--- src/rtl/rf_pkg.sv ---
// Shared definitions for the register-file write-back path.
//   XLEN, AW, NREQ_WB : default data width, address width, requester count
//   WB_ALU/LOAD/DBG   : requester index assignment on the write-back arbiter
//   wb_port_t         : register-file write-port bundle (we, addr, data)
package rf_pkg;
  localparam int XLEN    = 32;
  localparam int AW      = 5;
  localparam int NREQ_WB = 3;

  localparam int WB_ALU  = 0;
  localparam int WB_LOAD = 1;
  localparam int WB_DBG  = 2;

  typedef struct packed {
    logic            we;
    logic [AW-1:0]   addr;
    logic [XLEN-1:0] data;
  } wb_port_t;
endpackage

--- src/rtl/rr_arbiter.sv ---
// Round-robin arbiter with an internal priority pointer.
//   clk, reset : clock, synchronous active-high reset (pointer -> 0)
//   req        : request vector
//   advance    : a grant was accepted; move the pointer past the winner
//   grant      : one-hot grant (zero when no request), combinational
//   winner     : index of the granted requester (0 when no grant)
module rr_arbiter #(
  parameter int N = 3
) (
  input  logic                          clk,
  input  logic                          reset,
  input  logic [N-1:0]                  req,
  input  logic                          advance,
  output logic [N-1:0]                  grant,
  output logic [((N>1)?$clog2(N):1)-1:0] winner
);
  localparam int W = (N > 1) ? $clog2(N) : 1;

  logic [W-1:0] r_ptr;
  logic         w_found;
  logic [W:0]   w_sum;
  logic [W-1:0] w_idx;

  // Search ptr, ptr+1, ... wrapping at N. ptr and k are both < N, so one
  // conditional subtract is enough for the modulo.
  always_comb begin
    grant   = '0;
    winner  = '0;
    w_found = 1'b0;
    w_sum   = '0;
    w_idx   = '0;
    for (int k = 0; k < N; k++) begin
      w_sum = {1'b0, r_ptr} + (W+1)'(k);
      if (w_sum >= (W+1)'(N)) w_sum = w_sum - (W+1)'(N);
      w_idx = w_sum[W-1:0];
      if (!w_found && req[w_idx]) begin
        w_found      = 1'b1;
        grant[w_idx] = 1'b1;
        winner       = w_idx;
      end
    end
  end

  always_ff @(posedge clk) begin
    if (reset)        r_ptr <= '0;
    else if (advance) r_ptr <= (int'(winner) == N-1) ? '0 : winner + W'(1);
  end
endmodule

--- src/rtl/regfile_wb_arbiter.sv ---
// Write-back arbiter for the single register-file write port.
// Requesters (0 = ALU, 1 = load, 2 = debug) compete round-robin; the winner's
// address/data are registered onto the write port, so the register file sees
// at most one clean write per cycle, one cycle after the handshake.
// Writes to x0 complete the handshake but never raise reg_write.
//
// Optional macro RF_SCOREBOARD_EN: builds a per-register busy scoreboard
// (set by alloc, cleared by a committing write, set wins on collision).
// Without it busy1/busy2 are 0 and the alloc/chk inputs are ignored.
//
// Ports:
//   clk, reset          : clock, synchronous active-high reset
//   req_valid/addr/data : per-requester write (addr/data flattened by index)
//   req_ready           : one-hot grant, combinational from req_valid + ptr
//   reg_write/write_reg/write_data : registered register-file write port
//   alloc_valid/alloc_reg : mark a register as having a pending write
//   chk_reg1/2, busy1/2 : combinational pending-write lookup
module regfile_wb_arbiter #(
  parameter int NREQ = rf_pkg::NREQ_WB,
  parameter int XLEN = rf_pkg::XLEN,
  parameter int AW   = rf_pkg::AW
) (
  input  logic                 clk,
  input  logic                 reset,
  input  logic [NREQ-1:0]      req_valid,
  input  logic [NREQ*AW-1:0]   req_addr,
  input  logic [NREQ*XLEN-1:0] req_data,
  output logic [NREQ-1:0]      req_ready,
  output logic                 reg_write,
  output logic [AW-1:0]        write_reg,
  output logic [XLEN-1:0]      write_data,
  input  logic                 alloc_valid,
  input  logic [AW-1:0]        alloc_reg,
  input  logic [AW-1:0]        chk_reg1,
  input  logic [AW-1:0]        chk_reg2,
  output logic                 busy1,
  output logic                 busy2
);
  localparam int WW = (NREQ > 1) ? $clog2(NREQ) : 1;

  logic [NREQ-1:0] w_grant;
  logic [WW-1:0]   w_win;
  logic            w_xfer;
  logic [AW-1:0]   w_addr;
  logic [XLEN-1:0] w_data;

  logic            r_we;
  logic [AW-1:0]   r_waddr;
  logic [XLEN-1:0] r_wdata;

  // Every grant is a transfer since grants only go to valid requesters.
  assign req_ready = reset ? '0 : w_grant;
  assign w_xfer    = |req_ready;
  assign w_addr    = req_addr[w_win*AW +: AW];
  assign w_data    = req_data[w_win*XLEN +: XLEN];

  rr_arbiter #(.N(NREQ)) u_arb (
    .clk     (clk),
    .reset   (reset),
    .req     (req_valid),
    .advance (w_xfer),
    .grant   (w_grant),
    .winner  (w_win)
  );

  always_ff @(posedge clk) begin
    if (reset) begin
      r_we    <= 1'b0;
      r_waddr <= '0;
      r_wdata <= '0;
    end else if (w_xfer) begin
      r_we    <= (w_addr != '0);
      r_waddr <= w_addr;
      r_wdata <= w_data;
    end else begin
      r_we    <= 1'b0;
    end
  end

  assign reg_write  = r_we;
  assign write_reg  = r_waddr;
  assign write_data = r_wdata;

`ifdef RF_SCOREBOARD_EN
  logic [2**AW-1:0] r_busy;

  // Clear first, set second: the later assignment wins when both hit the
  // same register. r_waddr is never 0 while r_we is high, and x0 allocs are
  // dropped, so r_busy[0] stays 0.
  always_ff @(posedge clk) begin
    if (reset) begin
      r_busy <= '0;
    end else begin
      if (r_we) r_busy[r_waddr] <= 1'b0;
      if (alloc_valid && alloc_reg != '0) r_busy[alloc_reg] <= 1'b1;
    end
  end

  assign busy1 = r_busy[chk_reg1];
  assign busy2 = r_busy[chk_reg2];
`else
  logic w_unused;
  assign w_unused = ^{alloc_valid, alloc_reg, chk_reg1, chk_reg2};
  assign busy1    = 1'b0;
  assign busy2    = 1'b0;
`endif
endmodule

--- config.mk ---
export PLATFORM = sky130hd
export DESIGN_NAME = regfile_wb_arbiter
export DESIGN_NICKNAME = d
export VERILOG_FILES = /design/src/rtl/rf_pkg.sv /design/src/rtl/rr_arbiter.sv /design/src/rtl/regfile_wb_arbiter.sv
export SDC_FILE = /design/constraint.sdc
export NUM_CORES = 1
export LEC_CHECK = 0
export ABC_AREA = 1
export BUFFER_PORTS_ARGS = -buffer_cell sky130_fd_sc_hd__buf_2
export CAP_MARGIN = 20
export CORE_ASPECT_RATIO = 1.75
export CORE_UTILIZATION = 42
export DETAILED_ROUTE_END_ITERATION = 10
export HOLD_SLACK_MARGIN = 0.06
export PLACE_DENSITY = 0.89
export SYNTH_ARGS = -nofsm -noshare
export SYNTH_HDL_FRONTEND = slang
export SYNTH_SLANG_ARGS = --single-unit
export TNS_END_PERCENT = 30
--- constraint.sdc ---
create_clock -name clk -period 2.7 [get_ports clk]
set_input_delay 0.405 -clock clk [delete_from_list [all_inputs] [get_ports clk]]
set_output_delay 0.405 -clock clk [all_outputs]
set_load 0.01 [all_outputs]
Word level (Yosys, flattened, before mapping)

Index checks and enable logic that the tools add are counted.

Flip-flop bits (word level): 40
Latch bits: 0
RAM bits: 0
Memory bits (read-only): 0
Input port bits: 132
Output and inout port bits: 43
Word-level logic and storage cells: 61
Memories kept: 0

$add $sub $neg: 6
Multiply operators: 1
Divide/modulo/power cells: 0
$lt $le $gt $ge: 9
Equal/unequal tests: 1
Shift operators: 2
Mux-type cells: 25
Bitwise gates (word level): 3
Reduce and logical (&&, ||, !) cells: 10

Operator list:

| cell                                                       | count |
|---|---|
| indexed part select 96 x 8 -> 32 bit                       | 1 |
| indexed part select 15 x 6 -> 5 bit                        | 1 |
| 2-to-1 mux 2 bit                                           | 7 |
| 2-to-1 mux 3 bit                                           | 4 |
| less-than comparator 2 x 3 -> 1 bit, second input constant | 3 |
| 2-to-1 mux 1 bit                                           | 8 |
| binary-select mux 1 bit (select 2 bit)                     | 3 |
| demux 1 bit (select 2 bit)                                 | 3 |
| >= comparator 2 x 1 -> 1 bit, second input constant        | 3 |
| >= comparator 3 x 2 -> 1 bit, second input constant        | 2 |
| bitwise OR 3 bit                                           | 2 |
| subtractor 2 bit, second input constant                    | 3 |
| logical AND 1 bit                                          | 5 |
| multiplier 2 x 3 -> 5 bit, second input constant           | 1 |
| nonzero test 5 bit                                         | 1 |
| adder 2 x 1 -> 3 bit, second input constant                | 1 |
| adder 2 x 2 -> 3 bit, second input constant                | 1 |
| OR reduction 3 bit                                         | 1 |
| adder 2 x 1 -> 2 bit, second input constant                | 1 |
| == test 2 bit, second input constant                       | 1 |
| >= comparator 2 bit, second input constant                 | 1 |
| logical NOT 1 bit                                          | 2 |
| OR reduction 2 bit                                         | 1 |
| NOT 1 bit                                                  | 1 |

Longest topological paths before layout

Word-level depth: 15
Depth in mapped cells: 17
Gate-level depth less buffers: 17

Cells and area by module

A second synthesis with hierarchy kept.

Cells, all modules: 419
Area, all modules: 2590.0 um2

Modules (own cells, without submodules):

| module             | instances | cells each | area each (um2) | seq. area each (um2) |
|---|---|---|---|---|
| regfile_wb_arbiter | 1         | 354        | 2208.4          | 760.7 |
| rr_arbiter         | 1         | 65         | 381.6           | 40.0 |

Worst setup path before layout

OpenSTA, ideal clock, no wires.

Kind: flip-flop to flip-flop
Start: register u_arb.r_ptr[0]
End: register r_we, in the netlist reg_write
Library setup time: 0.109 ns
Arrival time: 1.904 ns
Data required time: 2.591 ns
Slack: 0.687 ns
Cell stages (with the launch flop): 18
Buffers on the path: 1
Period minus slack after synthesis: 2.013 ns
Path through: dfxtp_1 -> inv_1 -> ha_1 -> inv_2 -> nand2_1 -> nand3_1 -> nand2_1 -> nand3_2 -> nand3_2 -> nand2_2 -> buf_4 -> nand2_1 -> nand3_1 -> nand2_1 -> nor2_1 -> nand3_1 -> nand2_1 -> inv_1

Word-level cells in the longest chain between the ends: 15
Elaborated cells on any way between the ends: 53
Those cells by class: 5 x add/sub; 1 x mul; 9 x order compare; 1 x shift; 24 x mux; 3 x bitwise; 10 x reduce/logical

RTL lines:

| element                                                            | line                     | text |
|---|---|---|
| from (decl)                                                        | rr_arbiter.sv:19         | `logic [W-1:0] r_ptr;` |
| from (signal assigned)                                             | rr_arbiter.sv:46         | `else if (advance) r_ptr <= (int'(winner) == N-1) ? '0 : winner + W'(1);` |
| branches (longest 15 deep; another with multiplier 2 x 3 -> 5 bit) | n/a                      |  |
| to (signal assigned)                                               | regfile_wb_arbiter.sv:72 | `r_we <= (w_addr != '0);` |
| to (decl)                                                          | regfile_wb_arbiter.sv:47 | `logic r_we;` |

Parallel ways; which one is timed is not known. The select of a mux whose other input is x is not followed.
A chain may end at the register's enable or synchronous reset.

Worst setup path after layout

Start: register u_arb.r_ptr[1]
End: output req_ready[0]

Word-level cells in the longest chain between the ends: 12
Elaborated cells on any way between the ends: 44
Those cells by class: 5 x add/sub; 9 x order compare; 21 x mux; 2 x bitwise; 7 x reduce/logical

RTL lines:

| element                                                                           | line                     | text |
|---|---|---|
| adder 2 x 1 -> 3 bit (tied with other cells)                                      | rr_arbiter.sv:33         | `w_sum = {1'b0, r_ptr} + (W+1)'(k);` |
| >= comparator 3 x 2 -> 1 bit (tied with other cells)                              | rr_arbiter.sv:34         | `if (w_sum >= (W+1)'(N)) w_sum = w_sum - (W+1)'(N);` |
| 2-to-1 mux 2 bit (tied with other cells)                                          | rr_arbiter.sv:34         |  |
| less-than comparator 2 x 3 -> 1 bit (not written as such) (tied with other cells) | rr_arbiter.sv:38         | `grant[w_idx] = 1'b1;` |
| logical AND 1 bit (not written as such) (tied with other cells)                   | rr_arbiter.sv:38         |  |
| 2-to-1 mux 1 bit (not written as such) (tied with other cells)                    | rr_arbiter.sv:38         |  |
| demux 1 bit (select 2 bit) (tied with other cells)                                | n/a                      |  |
| bitwise OR 3 bit (no source line) / 2-to-1 mux 1 bit (equally long branches)      | n/a                      |  |
| 2-to-1 mux 3 bit / logical NOT 1 bit (equally long branches)                      | rr_arbiter.sv:36         | `if (!w_found && req[w_idx]) begin` |
| bitwise OR 3 bit (no source line) / logical AND 1 bit (equally long branches)     | n/a                      |  |
| 2-to-1 mux 3 bit *                                                                | rr_arbiter.sv:36         |  |
| 2-to-1 mux 3 bit *                                                                | regfile_wb_arbiter.sv:52 | `assign req_ready = reset ? '0 : w_grant;` |
| to (decl)                                                                         | regfile_wb_arbiter.sv:28 | `output logic [NREQ-1:0] req_ready,` |

Every way passes the cells marked *; elsewhere a longest branch is shown, timed or not. The select of a mux whose other input is x is not followed.

==> out/metrics.csv <==
stage,metric,value,unit
detailed_routing,WL final,7900,um
synthesis,synthesized area,2490,um^2
power_and_ir_drop,Reg power frac,19.6,%
place,IO buf count,156,
setup_path,Crit. End Element,primary output,
floorplan,I/O pins,175,
synthesis,Yosys warnings,0,
final_layout,final core utilization,60.7,%
timing,"Hold Violations, Final",0,
place,GPL Wtd Cong,0.848,
detailed_routing,via count,3183,
clock_tree,CTS H-tree depth,2,
setup_path,"Req. time, crit path",2.30,ns
timing,minimum clock period,2.51,ns
grt,initial antenna violation count,0,
timing,RSZ-0062 raised after global routing,yes,
setup_path,WP data arrival,2.11,ns
clock_tree,maximum clock path buffer count,2,
synthesis,Synth Register Bits,40,
synthesis,syn_area_per_cell,6.55,um^2
detailed_routing,metal3 WL,462,um
clock_tree,CTS sink cnt,40,
grt,GRT Residual Overflow,0,
detailed_routing,First DRT Iteration DRCs,255,
synthesis,register area share after synthesis,32.2,%
synthesis,Post-Synthesis Cells,380,
clock_tree,CTS tree,done,
detailed_routing,DR WL met2,4200,um
timing,fmax,398,MHz
detailed_routing,first-pass iteration count of the detailed router,6,
timing,"Setup violations, final",0,
detailed_routing,max layer used,met4,
detailed_routing,DRC,0,
detailed_routing,ANT nets after route,0,
power_and_ir_drop,Switching Fraction,52.2,%
min_path,min-delay worst type,in2reg,
floorplan,chip width,60.2,um
floorplan,Die Area,6250,um^2
final_layout,synthesis-to-layout area growth,37.3,%
detailed_routing,vias per cell,5.27,
power_and_ir_drop,Int Pwr,2.23,mW
clock_tree,CTS Buf Count,5,
floorplan,area of the core,5630,um^2
detailed_routing,M1 WL,2950,um
timing,setup TNS,0,ns
setup_path,Critical Path Fanout Max,8,
grt,first-pass GRT wire length,12400,um
floorplan,Initial Utilization,44.2,%
setup_path,Crit Path Class,reg2out,
final_layout,FILL cells,543,
final_layout,ANT cells,0,
timing,Pins Over Slew Limit,0,
timing,Final Skew,0.0107,ns
place,post-DP HPWL,5670,um
outcome,outcome,finished clean,
grt,vias in the first global route,3052,
power_and_ir_drop,PwrDens,1360,nW/um^2
clock_tree,CTS Root Cell,clkbuf_8,
floorplan,FP Rows,36,
power_and_ir_drop,Worst IR Drop VDD,0.000859,V
clock_tree,"Clk pin slew, worst setup/hold paths",0.08,ns
power_and_ir_drop,Comb pwr share,71.6,%
final_layout,share of layout cells above drive strength 1,36.7,%
setup_path,CP startpoint kind,flip-flop,
power_and_ir_drop,Clk network pwr share,8.8,%
final_layout,number of nets in the layout,663,
power_and_ir_drop,Leakage Power,1.76,nW
timing,Final period util,93.1,%
clock_tree,Post-CTS Hold Fix Bufs,0,
power_and_ir_drop,switching pwr,2.43,mW
final_layout,max reg flops,32,
grt,largest net degree at the start of global routing,30,
synthesis,Yosys cell types,26,
timing,Hold WS,0.342,ns
grt,All-Layer GR Usage,25.2,%
flow_run,Max Cap Viol,0,
detailed_routing,Routed WL per cell,13.1,um
clock_tree,clock latency on the worst-skew pair,0.29,ns
floorplan,die extent in y,104,um
==> metal layers <==
metal  up-vias  global-route usage (%)
li1       1572                       -
met1      1436                    24.3
met2       145                    45.3
met3        30                    5.72
met4         0                    15.3
met5         -                       0
==> power by group through the flow <==
stage          Clock, mW  Sequential [mW]  Combinational [mW]
6_report           0.410            0.914                3.33
2_1_floorplan          0             1.02                2.38
4_1_cts            0.428            0.912                3.24
5_1_grt            0.450            0.941                3.73
3_5_place_dp           0            0.923                3.23
3_3_place_gp           0            0.917                3.13
==> area by class of cell <==
class	instances	area, um^2	share of cell area (%)
Inverter	27	101	2.96
Sequential cell	40	801	23.4
Clock buffer	8	90.1	2.63
Timing Repair Buffer	166	893	26.1
Multi-Input combinational cell	287	1440	42.1
Tap cell	76	95.1	2.78
==> timing repair <==
action / in CTS / in global routing
setup buffers: 0 / 1
endpoints found under the setup margin: 0 / 26
resized for setup: 0 / 3
==> cell usage in the layout, fill, tap and decap left out <==
| cell type | netlist | layout |
|---|---|---|
| nand3_2 | 4 | 5 |
| buf_12 | 0 | 3 |
| nand3_1 | 18 | 18 |
| o21ai_0 | 34 | 34 |
| nand2_4 | 1 | 2 |
| dfxtp_1 | 40 | 40 |
| buf_2 | 9 | 156 |
| nor2_1 | 68 | 68 |
| nand3_4 | 1 | 1 |
| nand4_2 | 1 | 1 |
| a31oi_1 | 36 | 36 |
| o21ai_1 | 41 | 41 |
| o31ai_1 | 2 | 2 |
| conb_1 | 1 | 2 |
| inv_1 | 21 | 21 |
| nand2_1 | 63 | 63 |
| inv_2 | 6 | 6 |
| nand2_2 | 5 | 4 |
| a21oi_1 | 1 | 1 |
| buf_4 | 7 | 7 |
| o21ai_2 | 2 | 2 |
| ha_1 | 4 | 3 |
| ha_4 | 0 | 1 |
| clkbuf_1 | 6 | 2 |
| clkbuf_8 | 0 | 6 |
| nand4_1 | 1 | 1 |
| nand3b_1 | 2 | 2 |
==> Yosys cell counts <==
cell type	n	area, um^2
nor2_1	68	255
nand2_1	63	236
o21ai_1	41	205
dfxtp_1	40	801
a31oi_1	36	225
o21ai_0	34	170
inv_1	21	78.8
nand3_1	18	90.1
buf_2	9	45.0
buf_4	7	52.6
clkbuf_1	6	22.5
inv_2	6	22.5
buf_6	5	56.3
nand2_2	5	31.3
ha_1	4	50.1
nand3_2	4	40.0
nand3b_1	2	15.0
o21ai_2	2	17.5
o31ai_1	2	15.0
a21oi_1	1	5.00
buf_1	1	3.75
conb_1	1	3.75
nand2_4	1	11.3
nand3_4	1	17.5
nand4_1	1	6.26
nand4_2	1	12.5
==> critical path, stage by stage, from the launching register on <==
cell and delay, ns:
dfxtp_1 0.40, inv_1 0.10, ha_1 0.25, inv_1 0.11, nand2_1 0.07, nand3_2 0.10, nand2_4 0.09, nand3_1 0.09
o21ai_0 0.10, o21ai_2 0.30, inv_1 0.06, buf_2 0.14
==> final timing paths <==
check                       from              to  slack, ns  cells past startpoint
hold / removal             reset  u_arb.r_ptr[0]       0.34                      2
setup reg to reg  u_arb.r_ptr[1]   write_data[4]       0.30                     15
setup / recovery  u_arb.r_ptr[1]    req_ready[0]       0.19                     11
hold reg to reg   write_data[18]  write_data[18]       0.52                      2
==> stage by stage <==
step           cell area [um^2]  power, mW  setup WS [ns]  cells
3_5_place_dp               3290       4.15          0.167    594
6_report                   3420       4.66          0.185    604
2_1_floorplan              2490       3.40          0.687    381
3_3_place_gp               3290       4.05          0.253    594
5_1_grt                    3420       5.12        0.00773    604
4_1_cts                    3380       4.58          0.136    602
==> logic make-up (layout without fill, tap and decap cells) <==
logic type / after synthesis / after routing / share of synthesized area, %
flip-flops: 40 / 40 / 32.2
AND/OR/NAND/NOR: 164 / 165 / 28.7
adder cells (fa/ha/maj): 4 / 4 / 2.01
AO/OA/AOI/OAI: 116 / 116 / 25.6
other: 1 / 2 / 0.151
buffers and inverters: 55 / 201 / 11.3
Note: power is estimated with default switching activity, not from simulation.
